File: src/rtl/adjust_pulse_gen_pkg.sv
// Shared types and default timing for the clock/alarm adjust button front end.
package clock_adjust_pkg;

    typedef enum logic [1:0] {IDLE, ARMED, REPEAT, LOCKOUT} adj_state_t;
    typedef enum logic {DIR_UP, DIR_DOWN} adj_dir_t;

    localparam int unsigned SYNC_STAGES_DEF     = 2;
    localparam int unsigned DEBOUNCE_CYCLES_DEF = 1_000_000;
    localparam int unsigned HOLD_CYCLES_DEF     = 50_000_000;
    localparam int unsigned REPEAT_CYCLES_DEF   = 10_000_000;
    localparam int unsigned PULSE_CYCLES_DEF    = 1;

    function automatic int unsigned max2(input int unsigned a, input int unsigned b);
        return (a > b) ? a : b;
    endfunction

endpackage

File: src/rtl/adjust_pulse_gen_if.sv
// Button/enable inputs and count request outputs between the board and the digit counters.
interface adjust_pulse_if;

    logic btn_up;
    logic btn_down;
    logic en;
    logic count_up;
    logic count_down;
    logic busy;

    modport master (
        output btn_up,
        output btn_down,
        output en,
        input  count_up,
        input  count_down,
        input  busy
    );

    modport slave (
        input  btn_up,
        input  btn_down,
        input  en,
        output count_up,
        output count_down,
        output busy
    );

endinterface

File: src/rtl/adjust_pulse_gen_debounce.sv
// Synchroniser plus consecutive-sample debouncer; emits the settled level and a one-cycle rise strobe.
module btn_debounce #(
    parameter int unsigned SYNC_STAGES     = 2,
    parameter int unsigned DEBOUNCE_CYCLES = 1_000_000
) (
    input  logic clk,
    input  logic rst,
    input  logic btn_i,
    output logic level_o,
    output logic rise_o
);

    localparam int unsigned CW = $clog2(DEBOUNCE_CYCLES + 1);

    logic [SYNC_STAGES-1:0] sync_q;
    logic [CW-1:0]          cnt_q;
    logic                   level_q;
    logic                   rise_q;
    logic                   synced;

    assign synced = sync_q[SYNC_STAGES-1];

    // Any sample equal to the current level restarts the count, so glitches never accumulate.
    always_ff @(posedge clk or negedge rst) begin
        if (!rst) begin
            sync_q  <= '0;
            cnt_q   <= '0;
            level_q <= 1'b0;
            rise_q  <= 1'b0;
        end else begin
            sync_q <= {sync_q[SYNC_STAGES-2:0], btn_i};
            rise_q <= 1'b0;
            if (synced == level_q) begin
                cnt_q <= '0;
            end else if (cnt_q >= CW'(DEBOUNCE_CYCLES - 1)) begin
                level_q <= synced;
                rise_q  <= synced;
                cnt_q   <= '0;
            end else begin
                cnt_q <= cnt_q + 1'b1;
            end
        end
    end

    assign level_o = level_q;
    assign rise_o  = rise_q;

endmodule

File: src/rtl/adjust_pulse_gen.sv
// Turns debounced up/down buttons into count_up/count_down request pulses for the digit counters.
// Auto-repeat while held is built only when ADJUST_AUTO_REPEAT_EN is defined.
module adjust_pulse_gen
    import clock_adjust_pkg::*;
#(
    parameter int unsigned SYNC_STAGES     = SYNC_STAGES_DEF,
    parameter int unsigned DEBOUNCE_CYCLES = DEBOUNCE_CYCLES_DEF,
    parameter int unsigned HOLD_CYCLES     = HOLD_CYCLES_DEF,
    parameter int unsigned REPEAT_CYCLES   = REPEAT_CYCLES_DEF,
    parameter int unsigned PULSE_CYCLES    = PULSE_CYCLES_DEF
) (
    input  logic          clk,
    input  logic          rst,
    adjust_pulse_if.slave ifc
);

    // state   | meaning
    // IDLE    | waiting for a single debounced press
    // ARMED   | press accepted and pulsed, waiting for release or hold time
    // REPEAT  | auto-repeating in the remembered direction
    // LOCKOUT | both buttons seen together; silent until both released

    localparam int unsigned PW = $clog2(PULSE_CYCLES + 1);

    if (SYNC_STAGES < 2 || DEBOUNCE_CYCLES < 1 || PULSE_CYCLES < 1 ||
        HOLD_CYCLES < 1 || REPEAT_CYCLES < 1) begin : g_param_check
        $error("adjust_pulse_gen: invalid timing parameters");
    end

    logic up_lvl, up_rise, dn_lvl, dn_rise;

    btn_debounce #(.SYNC_STAGES(SYNC_STAGES), .DEBOUNCE_CYCLES(DEBOUNCE_CYCLES)) u_deb_up (
        .clk     (clk),
        .rst     (rst),
        .btn_i   (ifc.btn_up),
        .level_o (up_lvl),
        .rise_o  (up_rise)
    );

    btn_debounce #(.SYNC_STAGES(SYNC_STAGES), .DEBOUNCE_CYCLES(DEBOUNCE_CYCLES)) u_deb_dn (
        .clk     (clk),
        .rst     (rst),
        .btn_i   (ifc.btn_down),
        .level_o (dn_lvl),
        .rise_o  (dn_rise)
    );

    adj_state_t    state_q;
    adj_dir_t      dir_q;
    logic          pend_q;
    logic [PW-1:0] pulse_cnt_q;
    logic          up_q;
    logic          dn_q;
    logic          busy_q;

    logic     pulse_idle;
    logic     press_go;
    adj_dir_t press_dir;
    logic     dir_lvl;
    logic     oth_lvl;

`ifdef ADJUST_AUTO_REPEAT_EN
    localparam int unsigned TW = $clog2(max2(HOLD_CYCLES, REPEAT_CYCLES) + 1);
    logic [TW-1:0] tmr_q;
    logic          tmr_fire;
`endif

    always_comb begin
        pulse_idle = (pulse_cnt_q == '0);
        press_go   = (state_q == IDLE) && !(up_lvl && dn_lvl) && (up_rise || dn_rise);
        press_dir  = up_rise ? DIR_UP : DIR_DOWN;
        dir_lvl    = (dir_q == DIR_UP) ? up_lvl : dn_lvl;
        oth_lvl    = (dir_q == DIR_UP) ? dn_lvl : up_lvl;
`ifdef ADJUST_AUTO_REPEAT_EN
        // A due repeat waits for the previous pulse to finish, giving PULSE_CYCLES+1 minimum spacing.
        tmr_fire   = ((state_q == ARMED) || (state_q == REPEAT)) && dir_lvl && !oth_lvl &&
                     (tmr_q == '0) && pulse_idle && !pend_q;
`endif
    end

    always_ff @(posedge clk or negedge rst) begin
        if (!rst) begin
            state_q     <= IDLE;
            dir_q       <= DIR_UP;
            pend_q      <= 1'b0;
            pulse_cnt_q <= '0;
            up_q        <= 1'b0;
            dn_q        <= 1'b0;
            busy_q      <= 1'b0;
`ifdef ADJUST_AUTO_REPEAT_EN
            tmr_q       <= '0;
`endif
        end else if (!ifc.en) begin
            state_q     <= IDLE;
            pend_q      <= 1'b0;
            pulse_cnt_q <= '0;
            up_q        <= 1'b0;
            dn_q        <= 1'b0;
            busy_q      <= 1'b0;
`ifdef ADJUST_AUTO_REPEAT_EN
            tmr_q       <= '0;
`endif
        end else begin
            case (state_q)
                IDLE: begin
                    if (up_lvl && dn_lvl) begin
                        state_q <= LOCKOUT;
                        busy_q  <= 1'b1;
                    end else if (press_go) begin
                        state_q <= ARMED;
                        busy_q  <= 1'b1;
                        dir_q   <= press_dir;
`ifdef ADJUST_AUTO_REPEAT_EN
                        tmr_q   <= TW'(HOLD_CYCLES - 1);
`endif
                    end
                end
                ARMED: begin
                    if (!dir_lvl) begin
                        state_q <= IDLE;
                        busy_q  <= 1'b0;
                    end else if (oth_lvl) begin
                        state_q <= LOCKOUT;
`ifdef ADJUST_AUTO_REPEAT_EN
                    end else if (tmr_fire) begin
                        state_q <= REPEAT;
                        tmr_q   <= TW'(REPEAT_CYCLES - 1);
                    end else if (tmr_q != '0) begin
                        tmr_q <= tmr_q - 1'b1;
`endif
                    end
                end
`ifdef ADJUST_AUTO_REPEAT_EN
                REPEAT: begin
                    if (!dir_lvl) begin
                        state_q <= IDLE;
                        busy_q  <= 1'b0;
                    end else if (oth_lvl) begin
                        state_q <= LOCKOUT;
                    end else if (tmr_fire) begin
                        tmr_q <= TW'(REPEAT_CYCLES - 1);
                    end else if (tmr_q != '0) begin
                        tmr_q <= tmr_q - 1'b1;
                    end
                end
`endif
                LOCKOUT: begin
                    if (!up_lvl && !dn_lvl) begin
                        state_q <= IDLE;
                        busy_q  <= 1'b0;
                    end
                end
                default: begin
                    state_q <= IDLE;
                    busy_q  <= 1'b0;
                end
            endcase

            // A running pulse always completes; a press arriving meanwhile is held pending.
            if (!pulse_idle) begin
                pulse_cnt_q <= pulse_cnt_q - 1'b1;
                if (pulse_cnt_q == PW'(1)) begin
                    up_q <= 1'b0;
                    dn_q <= 1'b0;
                end
                if (press_go) begin
                    pend_q <= 1'b1;
                end
            end else if (press_go) begin
                pulse_cnt_q <= PW'(PULSE_CYCLES);
                up_q        <= (press_dir == DIR_UP);
                dn_q        <= (press_dir == DIR_DOWN);
            end else if (pend_q) begin
                pend_q      <= 1'b0;
                pulse_cnt_q <= PW'(PULSE_CYCLES);
                up_q        <= (dir_q == DIR_UP);
                dn_q        <= (dir_q == DIR_DOWN);
`ifdef ADJUST_AUTO_REPEAT_EN
            end else if (tmr_fire) begin
                pulse_cnt_q <= PW'(PULSE_CYCLES);
                up_q        <= (dir_q == DIR_UP);
                dn_q        <= (dir_q == DIR_DOWN);
`endif
            end
        end
    end

    assign ifc.count_up   = up_q;
    assign ifc.count_down = dn_q;
    assign ifc.busy       = busy_q;

endmodule
File: src/flat_wrapper.sv
// flat-port wrapper written by rule: the top's interface ports become plain ports
module adjust_pulse_gen_flat import clock_adjust_pkg::*;
#(
    parameter int unsigned SYNC_STAGES     = SYNC_STAGES_DEF,
    parameter int unsigned DEBOUNCE_CYCLES = DEBOUNCE_CYCLES_DEF,
    parameter int unsigned HOLD_CYCLES     = HOLD_CYCLES_DEF,
    parameter int unsigned REPEAT_CYCLES   = REPEAT_CYCLES_DEF,
    parameter int unsigned PULSE_CYCLES    = PULSE_CYCLES_DEF
)
  (clk, rst, ifc_btn_up, ifc_btn_down, ifc_en, ifc_count_up, ifc_count_down, ifc_busy);
  adjust_pulse_if ifc_i ();
  input  logic clk;
  input  logic rst;
  input wire logic [$bits(ifc_i.btn_up)-1:0] ifc_btn_up;
  input wire logic [$bits(ifc_i.btn_down)-1:0] ifc_btn_down;
  input wire logic [$bits(ifc_i.en)-1:0] ifc_en;
  output wire logic [$bits(ifc_i.count_up)-1:0] ifc_count_up;
  output wire logic [$bits(ifc_i.count_down)-1:0] ifc_count_down;
  output wire logic [$bits(ifc_i.busy)-1:0] ifc_busy;
  assign ifc_i.btn_up = ifc_btn_up;
  assign ifc_i.btn_down = ifc_btn_down;
  assign ifc_i.en = ifc_en;
  assign ifc_count_up = ifc_i.count_up;
  assign ifc_count_down = ifc_i.count_down;
  assign ifc_busy = ifc_i.busy;
  adjust_pulse_gen #(.SYNC_STAGES(SYNC_STAGES), .DEBOUNCE_CYCLES(DEBOUNCE_CYCLES), .HOLD_CYCLES(HOLD_CYCLES), .REPEAT_CYCLES(REPEAT_CYCLES), .PULSE_CYCLES(PULSE_CYCLES)) u_core (.clk(clk), .rst(rst), .ifc(ifc_i));
endmodule
File: config.mk
export PLATFORM = sky130hd
export DESIGN_NAME = adjust_pulse_gen_flat
export DESIGN_NICKNAME = d
export VERILOG_FILES = /design/src/rtl/adjust_pulse_gen_pkg.sv /design/src/rtl/adjust_pulse_gen_if.sv /design/src/rtl/adjust_pulse_gen_debounce.sv /design/src/rtl/adjust_pulse_gen.sv /design/src/flat_wrapper.sv
export SDC_FILE = /design/constraint.sdc
export NUM_CORES = 1
export LEC_CHECK = 0
export BUFFER_PORTS_ARGS = -buffer_cell sky130_fd_sc_hd__buf_4
export CAP_MARGIN = 10
export CORE_UTILIZATION = 60
export CTS_CLUSTER_DIAMETER = 30
export DETAILED_ROUTE_END_ITERATION = 6
export GPL_TIMING_DRIVEN = 1
export PLACE_DENSITY = 0.87
export SETUP_SLACK_MARGIN = 0.3
export SLEW_MARGIN = 40
export SYNTH_ARGS = -nofsm -noshare
export SYNTH_HDL_FRONTEND = slang
export SYNTH_SLANG_ARGS = --single-unit
export TNS_END_PERCENT = 50
File: constraint.sdc
create_clock -name clk -period 2.7 [get_ports clk]
set_clock_uncertainty 0.1 [all_clocks]
set_input_delay 0.405 -clock clk [delete_from_list [all_inputs] [get_ports clk]]
set_output_delay 0.405 -clock clk [all_outputs]
set_load 0.02 [all_outputs]
==> impl_metrics.toml, run 1 <==
[critical_path]
crit_chain = "or4_1, a311oi_2, o211ai_2, a21oi_1"
max_stage_delay_ps = 560
cp-start-kind = "register"
r2r-start = "u_core.u_deb_dn.cnt_q[12]$_DFF_PN0_"
path_class = "register to register"
endpoint = "u_core.u_deb_dn.cnt_q[11]$_DFF_PN0_"
arrival_ps = 2250
crit_fanout = 19
reg2reg_to = "u_core.u_deb_dn.cnt_q[11]$_DFF_PN0_"
reg2reg_depth = 4
crit_start = "u_core.u_deb_dn.cnt_q[12]$_DFF_PN0_"
slowest_stage = "or4_1"
cp.required_ps = 2840
reg2reg_slack_ps = 580
cp-end-kind = "register"

[timing]
drv_slew = 0
period_minus_slack_ps = 2120
worst_slew_pin_slew_ps = 791
hold_viol_final = 0
setup_slack_ps = 583
rsz0062_at_grt = "no"
period_share_pct = 78.4
timing.fmax_mhz = 472
relSlewSlack_pct = 47.1
setup_viol = 0
setup_tns_ps = 0

[synthesis]
syn_area_per_cell_sq_um = 9.87
synth_fa_ha_area_share_pct = 0.862
ys_warn_count = 0
yosys-top-cells-area = "dfrtp_1, xnor2_1, a211oi_1, nor2_1, nand3_1"
async_flop_share_pct = 100
synth-edff-count = 0
synth_compound_area_share_pct = 17.2
synthSimpleGateAreaFrac_pct = 20.4
yosysTopAreaCell = "dfrtp_1"
syn_area_sq_mm = 0.00290
yosysMostFrequentCell = "dfrtp_1"
muxShareOfSynthArea_pct = 1.12
ys_ff_latch = 56
ys_top_cells_by_count = "dfrtp_1, nor2_1, xnor2_1, nand2_1"
ys.flop_type = "dfrtp_1"
synth-xor-area-share_pct = 8.45
syn_inst = 294
syn_nets = 301
yosysSeqAreaShare_pct = 48.3
synth_top_area_share_pct = 48.3
synth_top_family_by_area = "simple AND/OR/NAND/NOR gates"
synth.distinct_cells = 48

[global_route]
grt_antenna_before_repair = 0
grtUsageTotal_pct = 24.5
grt_pass1_wl_um = 9740
grt-ovfl-total = 0
grt_max_degree = 57
grt_pass1_vias = 2157

[routing]
drt-vias-per-instance = 6.45
routed_wl_um = 5460
drcViolationCount = 0
drtIter0Drc = 155
wl_per_cell_um = 15.7
num_vias = 2246
drt_first_pass_iters = 4
ant_nets = 0

[run]
cap_violations = 0

[cts]
postCtsHoldBufs = 0
ctsResizeCount = 0
cts_max_path_buffers = 2
clock-sinks = 56
post_cts.repair.setup_buffers = 0
cts_buffers = 5
cts_htree_levels = 2
root_buffer = "clkbuf_8"
insertion_delay_ps = 320
clk_pin_slew_ps = 100
cts_tree = "yes"

[pwr]
power_density_mw_per_mm2 = 454
p_sw_mw = 0.318
p_comb_share_pct = 3.7
leakagePower_nw = 1.18
p_sw_share_pct = 22.8
p_int_mw = 1.07
pwr-share-seq_pct = 61.7
peakVddDrop_mv = 0.194
p_clk_share_pct = 34.6

[floorplan]
ios = 8
core_area_sq_mm = 0.00450
die_area_sq_mm = 0.00512
core.rowCount = 24
die_h_um = 71.5
die_x_um = 71.5
initial_core_util_pct = 64.4

[finish]
layout.nets = 302
fin_cells = 348
drive_above_1_share_pct = 9.12
n_fill_cell = 324
antennaDiodeCount = 0
area_delta_synth_final_pct = 5.52

[placement]
dp.final_hpwl_um = 3640
io_buffer_count = 7
dp_cells = 340
gp_congestion = 0.812
dp_slack_ps = 641

[run_status]
status = "complete, no violations"

[hold_path]
hold_class = "primary input to asynchronous set/reset pin"
==> final cells by class <==
class / instances / area (sq um) / share of cell area (%)
Timing Repair Buffer: 9 / 67.6 / 2.21
Clock buffer: 7 / 86.3 / 2.82
Sequential cell: 56 / 1400 / 45.8
Tap cell: 52 / 65.1 / 2.13
Clock inverter: 1 / 7.51 / 0.245
Multi-Input combinational cell: 213 / 1400 / 45.6
Inverter: 10 / 37.5 / 1.23
==> placed cells by master, fill, tap and decap left out, types with 4 or more instances in the layout <==
cell / n
buf_4: 9
a211oi_1: 16
or3_1: 8
nor3_1: 9
clkbuf_8: 6
a21oi_1: 9
nand4_1: 12
nand3_1: 16
a31oi_1: 4
nand2_1: 17
o21ai_0: 10
xor2_1: 9
nor4_1: 6
inv_1: 10
dfrtp_1: 56
o21a_1: 4
xnor2_1: 19
nor2_1: 24
==> per-layer routing <==
layer	routed length (um)	global-route usage [%]
met5	0	0
met4	95	8.50
met3	195	6.05
met2	2650	40.4
met1	2520	31.9
==> state kept, by name, indices dropped and copies added, names as in the netlist <==
register,cells
u_core.ifc.count_up,1
u_core.state_q,2
u_core.ifc.busy,1
u_core.ifc.count_down,1
u_core.u_deb_up.cnt_q,20
u_core.u_deb_dn.rise_o,1
u_core.u_deb_dn.sync_q,2
u_core.pulse_cnt_q,1
u_core.dir_q,1
u_core.u_deb_up.rise_o,1
u_core.u_deb_up.sync_q,2
u_core.u_deb_dn.level_o,1
u_core.pend_q,1
u_core.u_deb_dn.cnt_q,20
u_core.u_deb_up.level_o,1
==> metrics by stage <==
step	hold slack [ps]	utilization [%]	cell area [sq um]	total power, mW
after floorplan	9.41	-	2900	0.899
after global placement	243	65.9	2970	0.926
after detailed placement	246	65.9	2970	0.928
after CTS	43.6	67.9	3060	1.40
after global routing	66.8	68.0	3060	1.45
final	5.25	68.0	3060	1.39
==> worst min path at each step <==
| stage | start | endpoint | slack, ps | depth (start not counted) |
|---|---|---|---|---|
| 2_1_floorplan | rst | u_core.dir_q$_DFFE_PN0P_ | 9 | 0 |
| 3_3_place_gp | u_core.u_deb_up.sync_q[0]$_DFF_PN0_ | u_core.u_deb_up.sync_q[1]$_DFF_PN0_ | 240 | 0 |
| 3_5_place_dp | u_core.u_deb_up.sync_q[0]$_DFF_PN0_ | u_core.u_deb_up.sync_q[1]$_DFF_PN0_ | 250 | 0 |
| 4_1_cts | rst | u_core.u_deb_dn.cnt_q[16]$_DFF_PN0_ | 40 | 1 |
| 5_1_grt | rst | u_core.u_deb_dn.cnt_q[16]$_DFF_PN0_ | 70 | 1 |
| 6_report | rst | u_core.u_deb_dn.cnt_q[14]$_DFF_PN0_ | 5 | 1 |
==> worst max-delay path, delay by kind of cell, from the launching register on <==
family             cells  cell delay [ps]
AOI/OAI and AO/OA      3              940
and+or+nand+nor        1              560
DFF                    1              450
==> power groups by stage <==
stage | logic (mW) | registers [mW] | clock network, mW
floorplan | 0.0260 | 0.873 | 0
finish | 0.0513 | 0.859 | 0.481
global route | 0.0593 | 0.860 | 0.526
global placement | 0.0516 | 0.874 | 0
detailed placement | 0.0525 | 0.875 | 0
CTS | 0.0528 | 0.859 | 0.489
==> logic make-up (layout without fill, tap and decap cells) <==
logic type,Yosys count,after routing
compound gates,69,69
buf+inv,25,27
simple gates,111,111
mux,3,3
fa+ha+maj,2,2
xor+xnor,28,28
flops,56,56
(Power assumes the default switching activity.)
==> inputs of run 2 (changes only) <==
- CORE_UTILIZATION: 60 -> 56
- PLACE_DENSITY: 0.87 -> 0.86
- clock period: 2.7 -> 1.9 ns (I/O delays scaled with it)
==> run 2 against run 1 <==
  * The run now ends with setup timing left
  * Worst setup slack got worse by 700 ps
  * Register-to-register slack got worse by 700 ps
  * Count of clock-buffer cells in the layout unchanged
  * Largest power group unchanged
  * Sequential share of layout area decreased by 7.0 points
  * Final area increased by 19%
  * Highest routed layer unchanged
  * Routed wire length increased by 40%
  * Non-clock buffer count increased by 34
  * Die area increased by 6.9%
  * Via count increased by 18%
  * Sequential power increased by 42%
==> impl_metrics.toml, run 2 (synthesis gave the netlist of run 1 again) <==
[cts]
cts_buffers = 5
root_buffer = "clkbuf_8"
cts_htree_levels = 2
cts_tree = "yes"
cts_max_path_buffers = 2
clock-sinks = 56
clk_pin_slew_ps = 110
insertion_delay_ps = 320

[timing]
timing.fmax_mhz = 496
setup_viol = 2
period_minus_slack_ps = 2010
drv_slew = 0
rsz0062_at_grt = "yes"
hold_viol_final = 0
relSlewSlack_pct = 53.7
worst_slew_pin_slew_ps = 694
setup_slack_ps = -115
setup_tns_ps = -193
period_share_pct = 106

[routing]
drt-vias-per-instance = 6.66
routed_wl_um = 7630
num_vias = 2646
drcViolationCount = 0
drtIter0Drc = 251
drt_first_pass_iters = 5
wl_per_cell_um = 19.2
ant_nets = 0

[finish]
fin_util_pct = 75.0
area_delta_synth_final_pct = 25.3
n_fill_cell = 287
layout_commonest_cell = "dfrtp_1"
final_cell_mix = "dfrtp_1, buf_4, xnor2_1"
drive_above_1_share_pct = 30.6
antennaDiodeCount = 0
layout.nets = 336
largestRegisters = "u_core.u_deb_dn.cnt_q (20), u_core.u_deb_up.cnt_q (20)"

[critical_path]
arrival_ps = 2170
reg2reg_to = "u_core.u_deb_dn.cnt_q[15]$_DFF_PN0_"
cp.required_ps = 2050
cp-start-kind = "register"
crit_start = "u_core.u_deb_dn.cnt_q[3]$_DFF_PN0_"
reg2reg_depth = 6
path_class = "register to register"
r2r-start = "u_core.u_deb_dn.cnt_q[3]$_DFF_PN0_"
endpoint = "u_core.u_deb_dn.cnt_q[15]$_DFF_PN0_"
crit_fanout = 5
cp-end-kind = "register"
reg2reg_slack_ps = -110

[pwr]
power_density_mw_per_mm2 = 605
p_total_mw = 2.20
leakagePower_nw = 1.38
p_clk_share_pct = 39.3
peakVddDrop_mv = 0.460
pwr-share-seq_pct = 55.7
p_int_mw = 1.71
p_sw_mw = 0.486
p_sw_share_pct = 22.1
p_comb_share_pct = 5.0

[floorplan]
die_x_um = 74.0
initial_core_util_pct = 59.8
die_h_um = 74.0
core.rowCount = 25
core_area_sq_mm = 0.00485
die_area_sq_mm = 0.00547
ios = 8

[hold_path]
hold_class = "primary input to register"

[run_status]
violations = "setup timing"
status = "finished, violations left"

[placement]
io_buffer_count = 7
gp_congestion = 0.893
dp.final_hpwl_um = 4010

[global_route]
grt-ovfl-total = 0
grt_pass1_vias = 2464
grt_max_degree = 57
grt_pass1_wl_um = 11300
grt_antenna_before_repair = 0
grtUsageTotal_pct = 27.6

[run]
cap_violations = 0
==> run 2: cell types whose count changed in the layout (fill, tap and decap cells not counted), sizes merged <==
cell         before  now
buf               9   40
dlygate4sd3       0    3
clkinvlp          1    0
bufinv            0    1
==> run 2: repair_timing <==
action | in CTS | in global routing
pin swaps | 8 | 4
hold buffers | 3 | 0
hold endpoints to repair | 58 | 0
setup endpoints to repair | 44 | 47
cloned | 2 | 0
resized for setup | 42 | 19
setup buffers | 8 | 2
==> run 2: layout make-up <==
class                      count  area [sq um]  area share (%)
inverter                      10          37.5            1.03
timing repair buffer          43           347            9.54
sequential                    56          1410            38.8
clock inverter                 1          30.0           0.826
tap                           67          83.8            2.31
multi-input combinational    213          1630            44.9
clock buffer                   7          96.3            2.65
==> run 2: how the worst min path moves through the flow <==
stage	start	end	cells after the start
5_1_grt	ifc_en	u_core.dir_q$_DFFE_PN0P_	2
3_5_place_dp	u_core.u_deb_dn.sync_q[0]$_DFF_PN0_	u_core.u_deb_dn.sync_q[1]$_DFF_PN0_	0
4_1_cts	ifc_en	u_core.dir_q$_DFFE_PN0P_	2
2_1_floorplan	rst	u_core.dir_q$_DFFE_PN0P_	0
6_report	ifc_en	u_core.dir_q$_DFFE_PN0P_	2
3_3_place_gp	u_core.u_deb_dn.sync_q[0]$_DFF_PN0_	u_core.u_deb_dn.sync_q[1]$_DFF_PN0_	0
==> run 2: power by group through the flow <==
stage	registers (mW)	clock network, mW	logic, mW
detailed placement	1.24	0	0.0801
finish	1.22	0.865	0.110
CTS	1.22	0.871	0.101
global placement	1.24	0	0.0765
floorplan	1.24	0	0.0378
global route	1.23	0.907	0.121
==> run 2: critical path, cell delays in order (launching register included) <==
cell and delay (ps):
dfrtp_1 440, nand3_1 140, buf_4 180, nor4_1 530, buf_4 240, nand4_1 140
a21oi_2 180
==> run 2: stage by stage <==
step | area [sq um] | worst slack (ps) | std cells | hold WS [ps]
floorplan | 2910 | 97.0 | 294 | -111
global placement | 3130 | 72.7 | 374 | 234
detailed placement | 3130 | 6.77 | 374 | 239
CTS | 3530 | 41.4 | 395 | 105
global route | 3630 | -189 | 397 | 116
finish | 3630 | -115 | 397 | 110
==> run 2: metal layers <==
layer  share of wire [%]  GRT usage [%]
met1                  41           33.8
met2                  48           46.5
met3                 6.4           5.28
met4                 5.0           14.3
met5                   0              0
